--- config.mk ---
export PLATFORM = sky130hd
export DESIGN_NAME = uart_tx_param
export DESIGN_NICKNAME = d
export VERILOG_FILES = /design/src/rtl/uart_pkg.sv /design/src/rtl/uart_tx_fifo.sv /design/src/rtl/uart_tx_param.sv
export SDC_FILE = /design/constraint.sdc
export NUM_CORES = 1
export LEC_CHECK = 0
export ABC_AREA = 1
export CAP_MARGIN = 0
export CORE_MARGIN = 2
export CORE_UTILIZATION = 30
export DETAILED_ROUTE_END_ITERATION = 8
export GPL_ROUTABILITY_DRIVEN = 0
export HOLD_SLACK_MARGIN = 0.02
export PLACE_DENSITY_LB_ADDON = 0.08
export SYNTH_ARGS = -nofsm -noshare
export SYNTH_HDL_FRONTEND = slang
export SYNTH_SLANG_ARGS = --single-unit
--- constraint.sdc ---
create_clock -name sysclk -period 1.3 [get_ports sysclk]
set_clock_uncertainty 0.05 [all_clocks]
set_input_delay 0.26 -clock sysclk [delete_from_list [all_inputs] [get_ports sysclk]]
set_output_delay 0.26 -clock sysclk [all_outputs]
set_load 0.01 [all_outputs]
--- src/rtl/uart_pkg.sv ---
// Shared types and elaboration helpers for the parametrised UART transmitter.
package uart_pkg;

  typedef enum logic [1:0] {
    PAR_NONE = 2'd0,
    PAR_ODD  = 2'd1,
    PAR_EVEN = 2'd2
  } parity_e;

  typedef enum logic [2:0] {
    TX_IDLE  = 3'd0,
    TX_START = 3'd1,
    TX_DATA  = 3'd2,
    TX_PAR   = 3'd3,
    TX_STOP  = 3'd4
  } tx_state_e;

  function automatic int baud_div(input int clk_freq, input int baud);
    return clk_freq / baud;
  endfunction

  function automatic int frame_len(input int div, input int data_bits, input int parity,
                                   input int stop_bits);
    return div * (1 + data_bits + ((parity != int'(PAR_NONE)) ? 1 : 0) + stop_bits);
  endfunction

endpackage

--- src/rtl/uart_tx_fifo.sv ---
// Word FIFO in front of the serialiser; extra pointer bit separates full from empty.
// Latency: pushed word visible on dout the cycle after the push edge.
// Backpressure: push ignored while full, pop ignored while empty; push+pop together both honoured.
module uart_tx_fifo #(
  parameter int WIDTH = 8,
  parameter int DEPTH = 4
) (
  input  logic             sysclk,
  input  logic             reset,
  input  logic             push,
  input  logic             pop,
  input  logic [WIDTH-1:0] din,
  output logic [WIDTH-1:0] dout,
  output logic             full,
  output logic             empty
);
  localparam int AW = $clog2(DEPTH);

  logic [AW:0]      r_wptr;
  logic [AW:0]      r_rptr;
  logic [WIDTH-1:0] r_mem [DEPTH];
  logic             w_push;
  logic             w_pop;

  assign w_push = push && !full;
  assign w_pop  = pop && !empty;
  assign empty  = (r_wptr == r_rptr);
  assign full   = (r_wptr[AW] != r_rptr[AW]) && (r_wptr[AW-1:0] == r_rptr[AW-1:0]);
  assign dout   = r_mem[r_rptr[AW-1:0]];

  always_ff @(posedge sysclk or negedge reset) begin
    if (!reset) begin
      r_wptr <= '0;
      r_rptr <= '0;
    end else begin
      if (w_push) r_wptr <= r_wptr + 1'b1;
      if (w_pop)  r_rptr <= r_rptr + 1'b1;
    end
  end

  always_ff @(posedge sysclk) begin
    if (w_push) r_mem[r_wptr[AW-1:0]] <= din;
  end

endmodule

--- src/rtl/uart_tx_param.sv ---
// Parametrised UART transmitter (start, data LSB first, optional parity, stop bits); UART_TX_FIFO_EN adds a word FIFO.
// Latency: line falls one edge after accept (two with the FIFO); frame lasts DIV*(1+DATA_BITS+par+STOP_BITS) cycles.
// Backpressure: tx_ready is IDLE without the FIFO, !full with it; writes while not ready are dropped.
module uart_tx_param
  import uart_pkg::*;
#(
  parameter int CLK_FREQ   = 100000000,
  parameter int BAUD       = 9600,
  parameter int DATA_BITS  = 8,
  parameter int PARITY     = 0,
  parameter int STOP_BITS  = 1,
  parameter int FIFO_DEPTH = 4
) (
  input  logic                 sysclk,
  input  logic                 reset,
  input  logic [DATA_BITS-1:0] tx_data,
  input  logic                 tx_en,
  output logic                 tx_ready,
  output logic                 tx_busy,
  output logic                 uart_tx
);
  localparam int              DIV       = baud_div(CLK_FREQ, BAUD);
  localparam int              CW        = (DIV > 1) ? $clog2(DIV) : 1;
  localparam logic [CW-1:0]   DIV_M1    = CW'(DIV - 1);
  localparam logic [3:0]      DATA_LAST = 4'(DATA_BITS - 1);
  localparam logic [3:0]      STOP_LAST = 4'(STOP_BITS - 1);
  localparam bit              HAS_PAR   = (PARITY != int'(PAR_NONE));
  localparam bit              ODD_PAR   = (PARITY == int'(PAR_ODD));

  if (DIV < 2 || DATA_BITS < 5 || DATA_BITS > 9 || PARITY < 0 || PARITY > 2 ||
      STOP_BITS < 1 || STOP_BITS > 2 || FIFO_DEPTH < 2 ||
      (FIFO_DEPTH & (FIFO_DEPTH - 1)) != 0) begin : g_bad_param
    $error("uart_tx_param: illegal parameter set");
  end

  tx_state_e            r_state;
  logic [CW-1:0]        r_baud;
  logic [3:0]           r_bitcnt;
  logic [DATA_BITS-1:0] r_shift;
  logic                 r_par;
  logic                 r_tx;
  logic                 w_tick;
  logic                 w_load;
  logic [DATA_BITS-1:0] w_word;

  assign w_tick  = (r_baud == DIV_M1);
  assign tx_busy = (r_state != TX_IDLE);
  assign uart_tx = r_tx;

`ifdef UART_TX_FIFO_EN
  logic                 w_full;
  logic                 w_empty;
  logic                 w_last_stop;
  logic [DATA_BITS-1:0] w_fifo_dout;

  // Popping in the final stop cycle chains frames with no idle gap.
  assign w_last_stop = (r_state == TX_STOP) && w_tick && (r_bitcnt == STOP_LAST);
  assign w_load      = !w_empty && ((r_state == TX_IDLE) || w_last_stop);
  assign w_word      = w_fifo_dout;
  assign tx_ready    = !w_full;

  uart_tx_fifo #(
    .WIDTH (DATA_BITS),
    .DEPTH (FIFO_DEPTH)
  ) u_fifo (
    .sysclk (sysclk),
    .reset  (reset),
    .push   (tx_en),
    .pop    (w_load),
    .din    (tx_data),
    .dout   (w_fifo_dout),
    .full   (w_full),
    .empty  (w_empty)
  );
`else
  assign w_load   = tx_en && (r_state == TX_IDLE);
  assign w_word   = tx_data;
  assign tx_ready = (r_state == TX_IDLE);
`endif

  always_ff @(posedge sysclk or negedge reset) begin
    if (!reset) begin
      r_state  <= TX_IDLE;
      r_baud   <= '0;
      r_bitcnt <= '0;
      r_shift  <= '0;
      r_par    <= 1'b0;
      r_tx     <= 1'b1;
    end else if (w_load) begin
      r_state  <= TX_START;
      r_baud   <= '0;
      r_bitcnt <= '0;
      r_shift  <= w_word;
      r_tx     <= 1'b0;
    end else if (r_state != TX_IDLE) begin
      r_baud <= w_tick ? '0 : r_baud + 1'b1;
      if (w_tick) begin
        unique case (r_state)
          TX_START: begin
            r_state <= TX_DATA;
            r_tx    <= r_shift[0];
            r_par   <= ODD_PAR ? ~^r_shift : ^r_shift;
          end
          TX_DATA: begin
            if (r_bitcnt == DATA_LAST) begin
              r_bitcnt <= '0;
              if (HAS_PAR) begin
                r_state <= TX_PAR;
                r_tx    <= r_par;
              end else begin
                r_state <= TX_STOP;
                r_tx    <= 1'b1;
              end
            end else begin
              r_bitcnt <= r_bitcnt + 1'b1;
              r_shift  <= r_shift >> 1;
              r_tx     <= r_shift[1];
            end
          end
          TX_PAR: begin
            r_state <= TX_STOP;
            r_tx    <= 1'b1;
          end
          TX_STOP: begin
            if (r_bitcnt == STOP_LAST) r_state <= TX_IDLE;
            else                       r_bitcnt <= r_bitcnt + 1'b1;
          end
          default: r_state <= TX_IDLE;
        endcase
      end
    end
  end

endmodule

==> impl_metrics.ini, run 1 <==
[critical_path]
rr_endpoint = r_shift[1]
cp.required_ns = 1.43
path_class = reg -> reg
crit_arrival_ns = 1.60
r2r_cells = 8
cp_max_fo = 8
r2r_start = r_state[1]
ff2ff_setup_slack_ns = -0.17
start_kind = flop
end_kind = flop

[grt]
met2_usage = 0.271
globalRoute.totalOverflow = 0
grtUsageMet3 = 0.0336
antenna_found_initial = 0
grt_pass1_wl_mm = 8.88
busiest_layer = met2
first_global_vias = 1903
use_met1 = 0.204
grt_use_total = 0.159
grt_start_max_net_pins = 31

[flow_run]
drv_cap = 0

[sta]
period_needed_ns = 1.47
final.period_utilization = 1.13
rsz0062_at_grt = yes
hold_ws_ns = 0.276
layout_setup_ws_ns = -0.171
fmax_ghz = 0.680
setup_viol = 31
drv_slew = 0
slew_headroom = 0.840
worstMarginPinSlew_ns = 0.239
setup_tns_ns = -3.35
hold_viol = 0

[layout]
fin_area_sq_um = 2840
fin_nets = 355
finalNonFillerCells = 418
area.growth.synth_to_final_pct = 49.1
layout-drive-gt1-share = 0.355
post-route-util = 0.454
final_cell_mix = nand2_1, buf_4, dfrtp_1, nor2_1, nand3_1
final_common_cell = nand2_1
diodes = 0

[placed_design]
io_buffers = 13
placed_area_sq_um = 2470
place_hpwl_mm = 3.75
place_inst = 399

[logic_synthesis]
synth-seq-cells = 30
syn_avg_cell_area_sq_um = 7.02
netlist_area_sq_um = 1900
synth_cell_types = 26
synth_flop_cell = dfrtp_1
syn-instance-count = 271
yosys_warnings = 0
syn-num-nets = 286
synth_top_area_cell = dfrtp_1
synth.top_cell.area_share = 0.382
ys_top_cells_by_area = dfrtp_1, nand2_1, nand3_1, nor2_1, inv_1
synth-async-reset-ratio = 1.00
ys_seq_area_frac = 0.395
synth_edf_count = 0

[clock_tree]
clock_sinks = 30
clockRootBuffer = clkbuf_8
cts_tree = built
path_clk_slew_ns = 0.08
cts_inserted_buffers = 5
postCtsHoldBufs = 0
clockBufferDepth = 2
clkLatencyLatePin_ns = 0.29
cts.htree.levels = 2

[outcome]
violations = setup timing
outcome = complete, but fails checks

[floorplanning]
core_sq_um = 6240
die-area_sq_um = 6990
initial_core_util = 0.305
rows = 29
pin_count = 14
die_x_microns = 83.6
fp.dieH_microns = 83.6

[routing]
vias_per_cell = 4.50
dr.pass1.iters = 4
num_vias = 1879
drt-initial-drc-count = 55
drc_errors = 0
routed_wl_mm = 5.29
ant_nets = 0
wl_per_cell_microns = 12.7

[power_and_ir_drop]
power.leakage_nw = 1.40
powerDensity_nw_per_um2 = 1920
peakVddDrop_mv = 1.17

[hold_path]
hp-class = in -> async
logic make-up (layout without fill, tap and decap cells):
kind of cell               count (synthesis)  after routing  share of synthesized area
AOI/OAI and AO/OA                          9              9                     0.0270
DFF                                       30             30                      0.395
buffers and inverters                     34            103                     0.0763
adders and majority gates                  4              4                     0.0263
and+or+nand+nor                          192            193                      0.466
xor gates and xnor gates                   2              2                    0.00921
flip-flops by register name, summed over array words and instances (netlist names):
| name | flops |
|---|---|
| uart_tx | 1 |
| r_baud | 14 |
| r_shift | 8 |
| r_bitcnt | 4 |
| r_state | 3 |
area by class of cell:
class | count | area (sq um)
clock buffers | 5 | 68.8
well taps | 77 | 96.3
repair buffers | 67 | 589
fillers | 666 | 3400
clock inverters | 3 | 40.0
inverters | 28 | 108
flip-flops and latches | 30 | 754
multi-input cells | 208 | 1180
worst max-delay path by stage:
stage	start	to	slack [ns]	depth (start not counted)
after floorplan	r_baud[0]	r_shift[0]	-0.01	8
after global placement	tx_en	r_baud[13]	-0.29	8
after detailed placement	tx_en	r_baud[13]	-0.32	8
after CTS	r_state[1]	r_bitcnt[2]	-0.17	8
after global routing	r_state[1]	r_shift[2]	-0.25	7
final	r_state[1]	r_shift[1]	-0.17	8
what timing repair did:
action	4_1_cts	5_1_grt
resized for setup	24	39
cloned	1	1
setup buffers	2	7
pin swaps	5	10
endpoints found under the setup margin	33	32
where the power goes:
group / total (W) / internal (W) / leakage (nW) / switching (W)
Clock: 0.000954 / 0.000564 / 0.0579 / 0.000390
Combinational: 0.00309 / 0.00145 / 0.941 / 0.00165
Sequential: 0.00140 / 0.00119 / 0.396 / 0.000214
Total: 0.00545 / 0.00320 / 1.40 / 0.00225
worst max-delay path, stage by stage (launching register included):
cell and delay (ns):
dfrtp_1 0.41, nor2_4 0.15, buf_6 0.13, nand3_4 0.17
buf_6 0.20, nand2_1 0.06, nand2_1 0.06, nand3_1 0.07
nand2_1 0.06
Yosys cell counts, types with 2 or more instances:
cell and number:
inv_1 25, nand3_2 4, nand4_1 3, nor2_4 2, nand2_1 103, o21ai_0 4, nand2_2 3, dfrtp_1 29
buf_4 4, xor2_1 2, inv_2 3, nand3_4 3, nor3_1 8, o21bai_1 2, ha_1 4, nor2_1 33
nand3_1 28, buf_2 2, a21oi_1 2
metal layers:
layer | share of wire | up-vias
met3 | 0.023 | 2
met4 | 0.0057 | 0
met2 | 0.49 | 18
li1 | - | 986
met5 | 0 | -
met1 | 0.49 | 873
per-stage QoR:
step           power, W  setup slack (ns)
6_report        0.00545            -0.171
5_1_grt         0.00585            -0.249
4_1_cts         0.00510            -0.167
3_5_place_dp    0.00398            -0.316
3_3_place_gp    0.00400            -0.289
2_1_floorplan   0.00282           -0.0148
No activity file was read; power rests on OpenSTA's default activity.
==> run 2, diff against run 1 <==
--- a/config.mk
+++ b/config.mk
@@ -12,7 +12,6 @@
 export DETAILED_ROUTE_END_ITERATION = 8
 export GPL_ROUTABILITY_DRIVEN = 0
 export HOLD_SLACK_MARGIN = 0.02
-export PLACE_DENSITY_LB_ADDON = 0.08
 export SYNTH_ARGS = -nofsm -noshare
 export SYNTH_HDL_FRONTEND = slang
 export SYNTH_SLANG_ARGS = --single-unit
==> constraint.sdc (replaced) <==
create_clock -name sysclk -period 1.3 [get_ports sysclk]
set_clock_uncertainty 0.05 [all_clocks]
set_input_delay 0.26 -clock sysclk [delete_from_list [all_inputs] [get_ports sysclk]]
set_output_delay 0.26 -clock sysclk [all_outputs]
set_load 0.02 [all_outputs]
==> run 2 against run 1 <==
The run still ends with setup timing left. Non-clock buffer count is 5 lower. Power is 10% higher. Clock power rose by 28%.
==> impl_metrics.ini, run 2 (synthesized netlist as in run 1, its figures left out) <==
[outcome]
outcome = complete, but fails checks
violations = setup timing

[critical_path]
cp_max_fo = 5
cp.required_ns = 1.44
r2r_cells = 9
path_class = reg -> reg
ff2ff_setup_slack_ns = -0.14
r2r_start = r_baud[1]
path_buf_inv = 1
crit_chain = ha_2 -> nand3_2 -> nor2_1 -> nand2_1 -> nand2_4 -> buf_12 -> nand2_4 -> nand2_1 -> nor2_1
crit_arrival_ns = 1.58
end_kind = flop
max_stage_delay_ns = 0.37
crit_slowest_cell = dfrtp_1
path_delay_family = simple AND/OR/NAND/NOR gates
start_kind = flop
rr_endpoint = r_baud[7]

[routing]
drc_errors = 0
drt-initial-drc-count = 62
dr.pass1.iters = 4
num_vias = 1939
routed_wl_mm = 5.16
wl_per_cell_microns = 12.5
vias_per_cell = 4.69
ant_nets = 0

[grt]
grt_use_total = 0.153
grt_start_max_net_pins = 31
first_global_vias = 1919
grt_pass1_wl_mm = 8.67
globalRoute.totalOverflow = 0
antenna_found_initial = 0

[power_and_ir_drop]
powerDensity_nw_per_um2 = 2020
power.leakage_nw = 1.41
total_power_w = 0.00601
peakVddDrop_mv = 0.892

[placed_design]
placed_area_sq_um = 2450
place_hpwl_mm = 3.36
io_buffers = 13
place_inst = 395

[sta]
worstMarginPinSlew_ns = 0.329
setup_viol = 32
final.period_utilization = 1.11
slew_headroom = 0.779
hold_viol = 0
layout_setup_ws_ns = -0.144
period_needed_ns = 1.44
fmax_ghz = 0.693
drv_slew = 0
hold_ws_ns = 0.287
rsz0062_at_grt = yes
setup_tns_ns = -3.74

[layout]
diodes = 0
top_register = r_baud
finalNonFillerCells = 413
area.growth.synth_to_final_pct = 56.4
reg.largest.list = r_baud x14, r_shift x8, r_bitcnt x4
final_cell_mix = nand2_1, buf_4, dfrtp_1, nor2_1, inv_1
fin_nets = 350
layout-drive-gt1-share = 0.393
final_common_cell = nand2_1
fin_area_sq_um = 2980
largest_reg_flops = 14

[flow_run]
drv_cap = 0

[floorplanning]
die_x_microns = 83.6
core_sq_um = 6240
initial_core_util = 0.305
pin_count = 14
fp.dieH_microns = 83.6
die-area_sq_um = 6990
rows = 29

[clock_tree]
clock_sinks = 30
clockBufferDepth = 2
cts_inserted_buffers = 5
cts_tree = built
clkLatencyLatePin_ns = 0.29
postCtsHoldBufs = 0
clockRootBuffer = clkbuf_8
path_clk_slew_ns = 0.07
cts.htree.levels = 2

[hold_path]
hp-class = in -> async
-- run 2: report_power, final --
group | internal, W | switching [W]
logic | 0.00157 | 0.00179
clock network | 0.000818 | 0.000404
registers | 0.00119 | 0.000236
total | 0.00358 | 0.00243
-- run 2: worst max path at each step --
stage	cells past startpoint	end	start
floorplan	7	r_bitcnt[0]	r_state[0]
global placement	8	r_baud[7]	tx_en
detailed placement	8	r_baud[13]	tx_en
CTS	7	r_state[1]	r_state[1]
global route	8	r_shift[3]	r_baud[1]
finish	9	r_baud[7]	r_baud[1]
-- run 2: area by class of cell --
cell class | count | area, sq um
Clock buffer | 6 | 82.6
Clock inverter | 2 | 60.1
Fill cell | 622 | 3270
Inverter | 28 | 115
Multi-Input combinational cell | 208 | 1250
Sequential cell | 30 | 757
Tap cell | 77 | 96.3
Timing Repair Buffer | 62 | 611
-- run 2: worst register-to-register path, cell delays in order, from the launching register on --
cell and delay [ns]:
dfrtp_1 0.37, ha_2 0.20, nand3_2 0.07, nor2_1 0.10
nand2_1 0.11, nand2_4 0.17, buf_12 0.12, nand2_4 0.05
nand2_1 0.07, nor2_1 0.04
-- run 2: stage by stage --
step | setup slack (ns) | util
CTS | -0.143 | 0.440
global route | -0.241 | 0.477
detailed placement | -0.313 | 0.392
global placement | -0.283 | 0.392
floorplan | -0.0218 | -
finish | -0.144 | 0.477
-- run 2: routing by layer --
layer / vias up / global-route usage / share of wire
met5: - / 0 / 0
li1: 985 / - / -
met3: 7 / 0.0317 / 0.027
met4: 0 / 0.0469 / 0.012
met1: 921 / 0.191 / 0.45
met2: 26 / 0.265 / 0.51
-- run 2: timing repair --
action                                  4_1_cts  5_1_grt
gates resized for setup                      56       36
endpoints found under the setup margin       32       32
pin swaps                                    11       16
setup buffers                                 2        6
gates cloned                                  1        1
